`config.mk`:
```
export PLATFORM = sky130hd
export DESIGN_NAME = msdff_write_arbiter_flat
export DESIGN_NICKNAME = d
export VERILOG_FILES = /design/src/rtl/msdff_write_arbiter_if.sv /design/src/rtl/msdff_write_arbiter.sv /design/src/flat_wrapper.sv
export SDC_FILE = /design/constraint.sdc
export NUM_CORES = 1
export LEC_CHECK = 0
export CAP_MARGIN = 20
export CELL_PAD_IN_SITES_DETAIL_PLACEMENT = 2
export CELL_PAD_IN_SITES_GLOBAL_PLACEMENT = 2
export CORE_MARGIN = 4
export CORE_UTILIZATION = 25
export DETAILED_ROUTE_END_ITERATION = 7
export PLACE_DENSITY_LB_ADDON = 0.1
export SYNTH_ARGS = -nofsm -noshare
export SYNTH_HDL_FRONTEND = slang
export SYNTH_SLANG_ARGS = --single-unit
```
`constraint.sdc`:
```
create_clock -name clock -period 1.8 [get_ports clock]
set_clock_uncertainty 0.05 [all_clocks]
set_input_delay 0.27 -clock clock [delete_from_list [all_inputs] [get_ports clock]]
set_output_delay 0.27 -clock clock [all_outputs]
set_load 0.05 [all_outputs]
```
`src/rtl/msdff_write_arbiter_if.sv`:
```
// Write-port bundle between the three requesters and the arbiter.
// Requester side is the master, the arbiter is the slave.
interface msdff_write_arbiter_if #(
  parameter int WIDTH = 8
);
  logic             req0;
  logic             req1;
  logic             req2;
  logic [WIDTH-1:0] d0;
  logic [WIDTH-1:0] d1;
  logic [WIDTH-1:0] d2;
  logic             grant0;
  logic             grant1;
  logic             grant2;
  logic [WIDTH-1:0] Q;
  logic [1:0]       owner;
  logic             busy;

  modport master (
    output req0, req1, req2,
    output d0, d1, d2,
    input  grant0, grant1, grant2,
    input  Q, owner, busy
  );

  modport slave (
    input  req0, req1, req2,
    input  d0, d1, d2,
    output grant0, grant1, grant2,
    output Q, owner, busy
  );
endinterface

```
`src/rtl/msdff_write_arbiter.sv`:
```
// Round-robin write arbiter for a shared flip-flop register bank.
// One grant per write, then a fixed hold window before re-arbitration.
module msdff_write_arbiter #(
  parameter int WIDTH       = 8,
  parameter int HOLD_CYCLES = 2
) (
  input  logic                 clock,
  input  logic                 Reset,
  msdff_write_arbiter_if.slave bus
);

  typedef enum logic [1:0] {
    S_IDLE  = 2'd0,
    S_WRITE = 2'd1,
    S_HOLD  = 2'd2
  } state_e;

  localparam logic [3:0] HOLD_INIT =
    (HOLD_CYCLES > 0) ? 4'(HOLD_CYCLES - 1) : 4'd0;

  state_e           state_q, state_d;
  logic [1:0]       sel_q, sel_d;
  logic [1:0]       ptr_q, ptr_d;
  logic [3:0]       cnt_q, cnt_d;
  logic [WIDTH-1:0] q_q, q_d;
  logic [1:0]       owner_q, owner_d;

  logic [2:0]       req;
  logic [1:0]       c0, c1, c2;
  logic [1:0]       win;
  logic             hit;
  logic [WIDTH-1:0] d_sel;
  logic             wr_ok;

  function automatic logic [1:0] inc3(input logic [1:0] x);
    return (x == 2'd2) ? 2'd0 : x + 2'd1;
  endfunction

  assign req = {bus.req2, bus.req1, bus.req0};

  // Search order ptr, ptr+1, ptr+2 (mod 3); first asserted wins.
  always_comb begin
    c0 = ptr_q;
    c1 = inc3(c0);
    c2 = inc3(c1);
    if (req[c0])      win = c0;
    else if (req[c1]) win = c1;
    else              win = c2;
  end

  always_comb begin
    hit   = 1'b0;
    d_sel = '0;
    unique case (sel_q)
      2'd0: begin
        hit   = bus.req0;
        d_sel = bus.d0;
      end
      2'd1: begin
        hit   = bus.req1;
        d_sel = bus.d1;
      end
      default: begin
        hit   = bus.req2;
        d_sel = bus.d2;
      end
    endcase
  end

  // A requester that drops req during WRITE withdraws; no grant.
  assign wr_ok = (state_q == S_WRITE) && hit && !Reset;

  always_comb begin
    state_d = state_q;
    sel_d   = sel_q;
    ptr_d   = ptr_q;
    cnt_d   = cnt_q;
    q_d     = q_q;
    owner_d = owner_q;
    unique case (state_q)
      S_IDLE: begin
        if (|req) begin
          sel_d   = win;
          state_d = S_WRITE;
        end
      end
      S_WRITE: begin
        if (hit) begin
          q_d     = d_sel;
          owner_d = sel_q;
          ptr_d   = inc3(sel_q);
          if (HOLD_CYCLES > 0) begin
            state_d = S_HOLD;
            cnt_d   = HOLD_INIT;
          end else begin
            state_d = S_IDLE;
          end
        end else begin
          state_d = S_IDLE;
        end
      end
      S_HOLD: begin
        if (cnt_q == 4'd0) state_d = S_IDLE;
        else               cnt_d   = cnt_q - 4'd1;
      end
      default: state_d = S_IDLE;
    endcase
  end

  always_ff @(posedge clock) begin
    if (Reset) begin
      state_q <= S_IDLE;
      sel_q   <= 2'd0;
      ptr_q   <= 2'd0;
      cnt_q   <= 4'd0;
      q_q     <= '0;
      owner_q <= 2'd0;
    end else begin
      state_q <= state_d;
      sel_q   <= sel_d;
      ptr_q   <= ptr_d;
      cnt_q   <= cnt_d;
      q_q     <= q_d;
      owner_q <= owner_d;
    end
  end

  assign bus.grant0 = wr_ok && (sel_q == 2'd0);
  assign bus.grant1 = wr_ok && (sel_q == 2'd1);
  assign bus.grant2 = wr_ok && (sel_q == 2'd2);
  assign bus.Q      = q_q;
  assign bus.owner  = owner_q;
  assign bus.busy   = (state_q != S_IDLE);

endmodule

```
`src/flat_wrapper.sv`:
```
// flat-port wrapper written by rule: the top's interface ports become plain ports
module msdff_write_arbiter_flat 
#(
  parameter int WIDTH       = 8,
  parameter int HOLD_CYCLES = 2
)
  (clock, Reset, bus_req0, bus_req1, bus_req2, bus_d0, bus_d1, bus_d2, bus_grant0, bus_grant1, bus_grant2, bus_Q, bus_owner, bus_busy);
  msdff_write_arbiter_if #(.WIDTH(WIDTH)) bus_i ();
  input  logic clock;
  input  logic Reset;
  input wire logic [$bits(bus_i.req0)-1:0] bus_req0;
  input wire logic [$bits(bus_i.req1)-1:0] bus_req1;
  input wire logic [$bits(bus_i.req2)-1:0] bus_req2;
  input wire logic [$bits(bus_i.d0)-1:0] bus_d0;
  input wire logic [$bits(bus_i.d1)-1:0] bus_d1;
  input wire logic [$bits(bus_i.d2)-1:0] bus_d2;
  output wire logic [$bits(bus_i.grant0)-1:0] bus_grant0;
  output wire logic [$bits(bus_i.grant1)-1:0] bus_grant1;
  output wire logic [$bits(bus_i.grant2)-1:0] bus_grant2;
  output wire logic [$bits(bus_i.Q)-1:0] bus_Q;
  output wire logic [$bits(bus_i.owner)-1:0] bus_owner;
  output wire logic [$bits(bus_i.busy)-1:0] bus_busy;
  assign bus_i.req0 = bus_req0;
  assign bus_i.req1 = bus_req1;
  assign bus_i.req2 = bus_req2;
  assign bus_i.d0 = bus_d0;
  assign bus_i.d1 = bus_d1;
  assign bus_i.d2 = bus_d2;
  assign bus_grant0 = bus_i.grant0;
  assign bus_grant1 = bus_i.grant1;
  assign bus_grant2 = bus_i.grant2;
  assign bus_Q = bus_i.Q;
  assign bus_owner = bus_i.owner;
  assign bus_busy = bus_i.busy;
  msdff_write_arbiter #(.WIDTH(WIDTH), .HOLD_CYCLES(HOLD_CYCLES)) u_core (.clock(clock), .Reset(Reset), .bus(bus_i));
endmodule
```
* Word level (Yosys, flattened, before mapping)
Index checks and enable logic that the tools add are counted.
** Storage, ports and cells
- Bits in registers :: 20
- Bits of input ports :: 29
- Output and inout port bits :: 14
** Cells by class
- Order comparisons :: 2
- Equal/unequal tests :: 10
- Reductions and logical operators :: 16
- Add/sub/neg operators :: 4
- Muxes and demuxes :: 18
** Operators by type and width (number)
- 2-to-1 mux 2 bit :: 8
- case mux 8 bit (2 select lines) :: 1
- equality test 2 bit (second input constant) :: 4
- 2-to-1 mux 4 bit :: 2
- case mux 4 bit (2 select lines) :: 1
- adder 2 x 1 -> 2 bit (second input constant) :: 3
- < comparator 2 x 3 -> 1 bit (second input constant) :: 2
- inequality test 2 x 1 -> 1 bit (second input constant) :: 3
- case mux 2 bit (3 select lines) :: 1
- AND reduction 2 bit :: 3
- logical AND 1 bit :: 5
- binary-select mux 1 bit (select 2 bit) :: 2
- equality test 2 x 1 -> 1 bit (second input constant) :: 2
- logical NOT 2 bit :: 2
- logical NOT 4 bit :: 1
- nonzero test 2 bit :: 2
- subtractor 4 x 1 -> 4 bit (second input constant) :: 1
- AND reduction 3 bit :: 1
- OR reduction 3 bit :: 1
- 2-to-1 mux 1 bit :: 2
- inequality test 2 bit (second input constant) :: 1
- case mux 1 bit (2 select lines) :: 1
- logical NOT 1 bit :: 1

* Longest topological paths before layout
- Word-level depth :: 6
- Mapped depth :: 6
- Depth with buffers taken out :: 6

* Worst setup path before layout
No wires, ideal clock.
- Kind :: reg-to-output
- Start point :: reg u_core.state_q[1]
- End point :: out bus_grant1
- Data required time :: 1.480 ns
- Path slack :: -1.105 ns
- Stages on the path, launching flop included :: 6
- Path buffers :: 1
- Data arrival time :: 2.585 ns
- Cell sequence :: dfxtp_1 inv_1 ha_1 o211ai_4 buf_6 nor4b_1
** Between the ends
- Cells in the longest elaborated chain, start to end :: 4
** RTL lines
- from (decl) :: RTL line msdff_write_arbiter.sv:21 : state_e state_q, state_d;
- from (signal assigned) :: RTL line msdff_write_arbiter.sv:119 : state_q <= state_d;
- equality test 2 x 1 -> 1 bit :: RTL line msdff_write_arbiter.sv:71 : assign wr_ok = (state_q == S_WRITE) && hit && !Reset;
- logical AND 1 bit (2 in a row) :: RTL line msdff_write_arbiter.sv:71
- logical AND 1 bit :: RTL line msdff_write_arbiter.sv:129 : assign bus.grant1 = wr_ok && (sel_q == 2'd1);
- to (decl) :: RTL line flat_wrapper.sv:18 : output wire logic [$bits(bus_i.grant1)-1:0] bus_grant1;
No other way between the ends.

* Worst setup path after layout
- Start point :: reg u_core.sel_q[0]
- End point :: out bus_grant2
** Between the ends
- Cells in the longest elaborated chain, start to end :: 5
- Elaborated cells on any way between the ends :: 7
- Classes of those cells :: eq/ne (2); mux (1); reduce/logical (4)
** RTL lines
- from (decl) :: RTL line msdff_write_arbiter.sv:22 : logic [1:0] sel_q, sel_d;
- from (signal assigned) :: RTL line msdff_write_arbiter.sv:120 : sel_q <= sel_d;
- equality test 2 x 1 -> 1 bit / logical NOT 2 bit (equally long branches) :: RTL line msdff_write_arbiter.sv:54 : unique case (sel_q)
- case mux 1 bit (2 select lines) :: RTL line msdff_write_arbiter.sv:54
- logical AND 1 bit (2 in a row) :: RTL line msdff_write_arbiter.sv:71
- logical AND 1 bit (*) :: RTL line msdff_write_arbiter.sv:130 : assign bus.grant2 = wr_ok && (sel_q == 2'd2);
- to (decl) :: RTL line flat_wrapper.sv:19 : output wire logic [$bits(bus_i.grant2)-1:0] bus_grant2;
Every way passes the cells marked *; elsewhere a longest branch is shown, timed or not.

==> impl_metrics.csv <==
group,metric,value,unit
grt,antenna_found_initial,0,
timing,rsz_0062_raised_after_global_routing,"yes",
yosys,synth_edf_count,0,
die,die_width,76.92,microns
routing,ant_nets,0,
grt,globalRouteTotalUtil,15.29,%
cells_and_area,fill_cells,488,
grt,grt_start_max_net_pins,16,
yosys,library_cells_used_by_synthesis,36,
power_and_ir_drop,leakage,0.8463,nW
critical_path,timing.critical_path.slowest_cell_delay,350,ps
yosys,synth_sequential_area_ratio,33.72,%
die,design.portCount,43,
clock_tree,clock_tree.root_cell,"clkbuf_8",
die,die_area,5916,sq um
power_and_ir_drop,cellPowerDensity,849.8,nW/um^2
grt,grt-ovfl-total,0,
critical_path,criticalPathCategory,"flip-flop to primary output",
yosys,synth-warning-count,0,
timing,drv_slew,0,
critical_path,path_max_fanout,4,
cells_and_area,share_of_layout_cells_above_drive_strength_1,27.04,%
timing,report.final.setup_viol,0,
critical_path,crit_path_cell_trace,"mux2_4, o211ai_4, nor4b_4, buf_6",
yosys,yosys.area.top_type_share,33.72,%
cells_and_area,finish.net_count,231,
clock_tree,clock_path_buffers,2,
yosys,synthArstFlopShare,0,%
yosys,synth.cells.most_frequent,"20 x dfxtp_1, 19 x mux2i_1, 18 x nor2_1",
cells_and_area,area_growth,65.75,%
routing,drt_iter0_drc,43,
routing,detail_route.drc_violations,0,
yosys,syn_nets,173,
timing,layout_worst_path_cycle_share,99.94,%
critical_path,critPathCaptureType,"primary output",
clock_tree,worst_skew_pair.late_latency,270,ps
yosys,syn_avg_cell_area,8.542,sq um
routing,vias,1241,
timing,fmaxAchievable,0.5559,GHz
grt,grt_pass1_wl,7.093,mm
cells_and_area,utilization_of_the_core_after_routing,43.99,%
critical_path,depth_of_the_most_critical_reg_to_reg_path,6,
routing,detail_route.wirelength,4.321,mm
die,initial_core_util,26.54,%
clock_tree,clock_slew_at_reported_path_ffs,80,ps
critical_path,critPathLaunchType,"flip-flop",
routing,firstDrtPassIters,4,
yosys,post-synth-top-area-cell,"dfxtp_1",
yosys,mappedNetlistArea,1187,sq um
power_and_ir_drop,ir_drop_worst_vdd,0.3046,mV
die,rows,24,
yosys,synth_flop_cell,"dfxtp_1",
timing,finalWorstPathRequiredPeriod,1799,ps
die,dieHeight,76.92,microns
yosys,ys_top_cells_by_area,"dfxtp_1 34%, mux2i_1 16%, nor2_1 5.7%",
routing,via_per_inst,5.004,
yosys,syn-instance-count,139,
placed_design,port_buffers,42,
clock_tree,cts_tree,"built",
clock_tree,clock_sink_count,20,
critical_path,crit_required,1480,ps
timing,worst_slew_pin_slew,510.9,ps
timing,finalHoldViolations,0,
critical_path,timing.critical_path.arrival,1480,ps
min_path,min_delay_path_depth,2,
clock_tree,htree_num_levels,1,
placed_design,globalplace.congestion,0.7653,
placed_design,final_hpwl_dp,3.194,mm
critical_path,worst_path_max_delay_cell,"dfxtp_2",
yosys,yosysMostFrequentCell,"dfxtp_1",
flow_run,timing.max_cap.violations,0,
yosys,synth_seq_cells,20,
routing,detail_route.wl_per_cell,17.42,microns
run_status,outcome,"complete, no violations",
die,coreArea,4474,sq um
timing,relSlewSlack,65.88,%
power_and_ir_drop,p_total,1.673,mW
grt,first_global_vias,1397,
cells_and_area,num_antenna_cells,0,
min_path,min-delay-path-class,"flip-flop to flip-flop",
clock_tree,cts-buffers-inserted,3,
==> cell families (layout without fill, tap and decap cells) <==
| kind of cell | count (synthesis) | in the layout | share of synthesized area [%] |
|---|---|---|---|
| and+or+nand+nor | 48 | 48 | 20.13 |
| AOI/OAI and AO/OA | 28 | 28 | 15.81 |
| muxes | 21 | 21 | 18.23 |
| DFF | 20 | 20 | 33.72 |
| buffers and inverters | 17 | 74 | 6.849 |
| adders and majority gates | 5 | 5 | 5.269 |
==> metrics by stage <==
step / area, sq um / setup slack (ps) / instances / hold slack (ps) / setup TNS, ps
4_1_cts: 1913 / -54.17 / 246 / 418.2 / -126.0
2_1_floorplan: 1232 / -108.8 / 139 / 383.2 / -246.6
6_report: 1968 / 0.9958 / 248 / 413.9 / 0
3_3_place_gp: 1775 / -146.1 / 238 / 396.5 / -1888
5_1_grt: 1968 / -69.73 / 248 / 461.2 / -190.1
3_5_place_dp: 1775 / -257.2 / 238 / 407.3 / -3197
==> per-layer routing <==
| metal | GRT usage, % | wire length, microns | vias up | part of all wire [%] |
|---|---|---|---|---|
| met2 | 28.66 | 2272 | 30 | 53 |
| met1 | 16.81 | 1809 | 602 | 42 |
| li1 | - | - | 604 | - |
| met5 | 0 | 0 | - | 0 |
| met4 | 5.978 | 65 | 0 | 1.5 |
| met3 | 2.810 | 174 | 5 | 4.0 |
==> power by group <==
| part | leakage (nW) | switching, mW | internal (mW) |
|---|---|---|---|
| registers | 0.164 | 0.0383 | 0.485 |
| clock network | 0.0357 | 0.173 | 0.298 |
| logic | 0.646 | 0.362 | 0.318 |
==> placed cells by master (no fill, tap or decap), types with 2 or more instances in the layout <==
cell type        synthesis  routed
dfxtp_1                 20      17
mux2i_1                 19      17
dlygate4sd2_1            0       3
or3_1                    2       2
buf_4                    0      25
ha_1                     5       4
buf_6                    2       3
dlymetal6s2s_1           0       2
buf_12                   0       3
nor2_1                  18      18
nand2_1                 10      10
clkbuf_8                 0       3
mux2i_2                  0       2
a21oi_1                  7       6
o21ai_0                 11      11
dfxtp_2                  0       3
nand2b_1                 4       3
clkdlybuf4s50_1          0      25
inv_1                    9       8
nor4b_4                  0       2
nor3_1                   3       3
==> timing repair <==
action,in CTS,in global routing
pin swaps,4,4
hold buffers,0,0
endpoints found under the setup margin,5,16
setup buffers,4,2
resized for setup,13,9
==> critical path, delay by kind of cell, from the launching register on <==
kind | cells | cell delay (ps)
simple gates | 1 | 90
flops | 1 | 350
mux | 1 | 320
compound gates | 1 | 290
buf+inv | 1 | 160
==> final cells by class <==
| class | count | area, sq um | share of cell area, % |
|---|---|---|---|
| clock buffer | 3 | 41.29 | 2.098 |
| clock inverter | 1 | 30.03 | 1.526 |
| inverter | 9 | 33.78 | 1.716 |
| multi-input combinational | 102 | 810.8 | 41.20 |
| sequential | 20 | 404.1 | 20.53 |
| tap | 52 | 65.06 | 3.306 |
| timing repair buffer | 61 | 583.1 | 29.62 |
==> sequential cells by signal (all words and copies together) (netlist names) <==
signal	flops
u_core.bus.Q	8
u_core.bus.owner	2
u_core.c0	2
u_core.cnt_q	4
u_core.sel_q	2
u_core.state_q	2
==> final timing paths <==
kind | start | end | slack (ps)
min reg2reg | u_core.bus.owner[1]$_SDFFE_PP0P_ | u_core.bus.owner[1]$_SDFFE_PP0P_ | 410
min | u_core.bus.owner[1]$_SDFFE_PP0P_ | u_core.bus.owner[1]$_SDFFE_PP0P_ | 410
max reg2reg | u_core.sel_q[0]$_SDFFE_PP0P_ | u_core.bus.Q[7]$_SDFFE_PP0P_ | 60
max | u_core.sel_q[0]$_SDFFE_PP0P_ | bus_grant2 | 1
(Power assumes the default switching activity.)
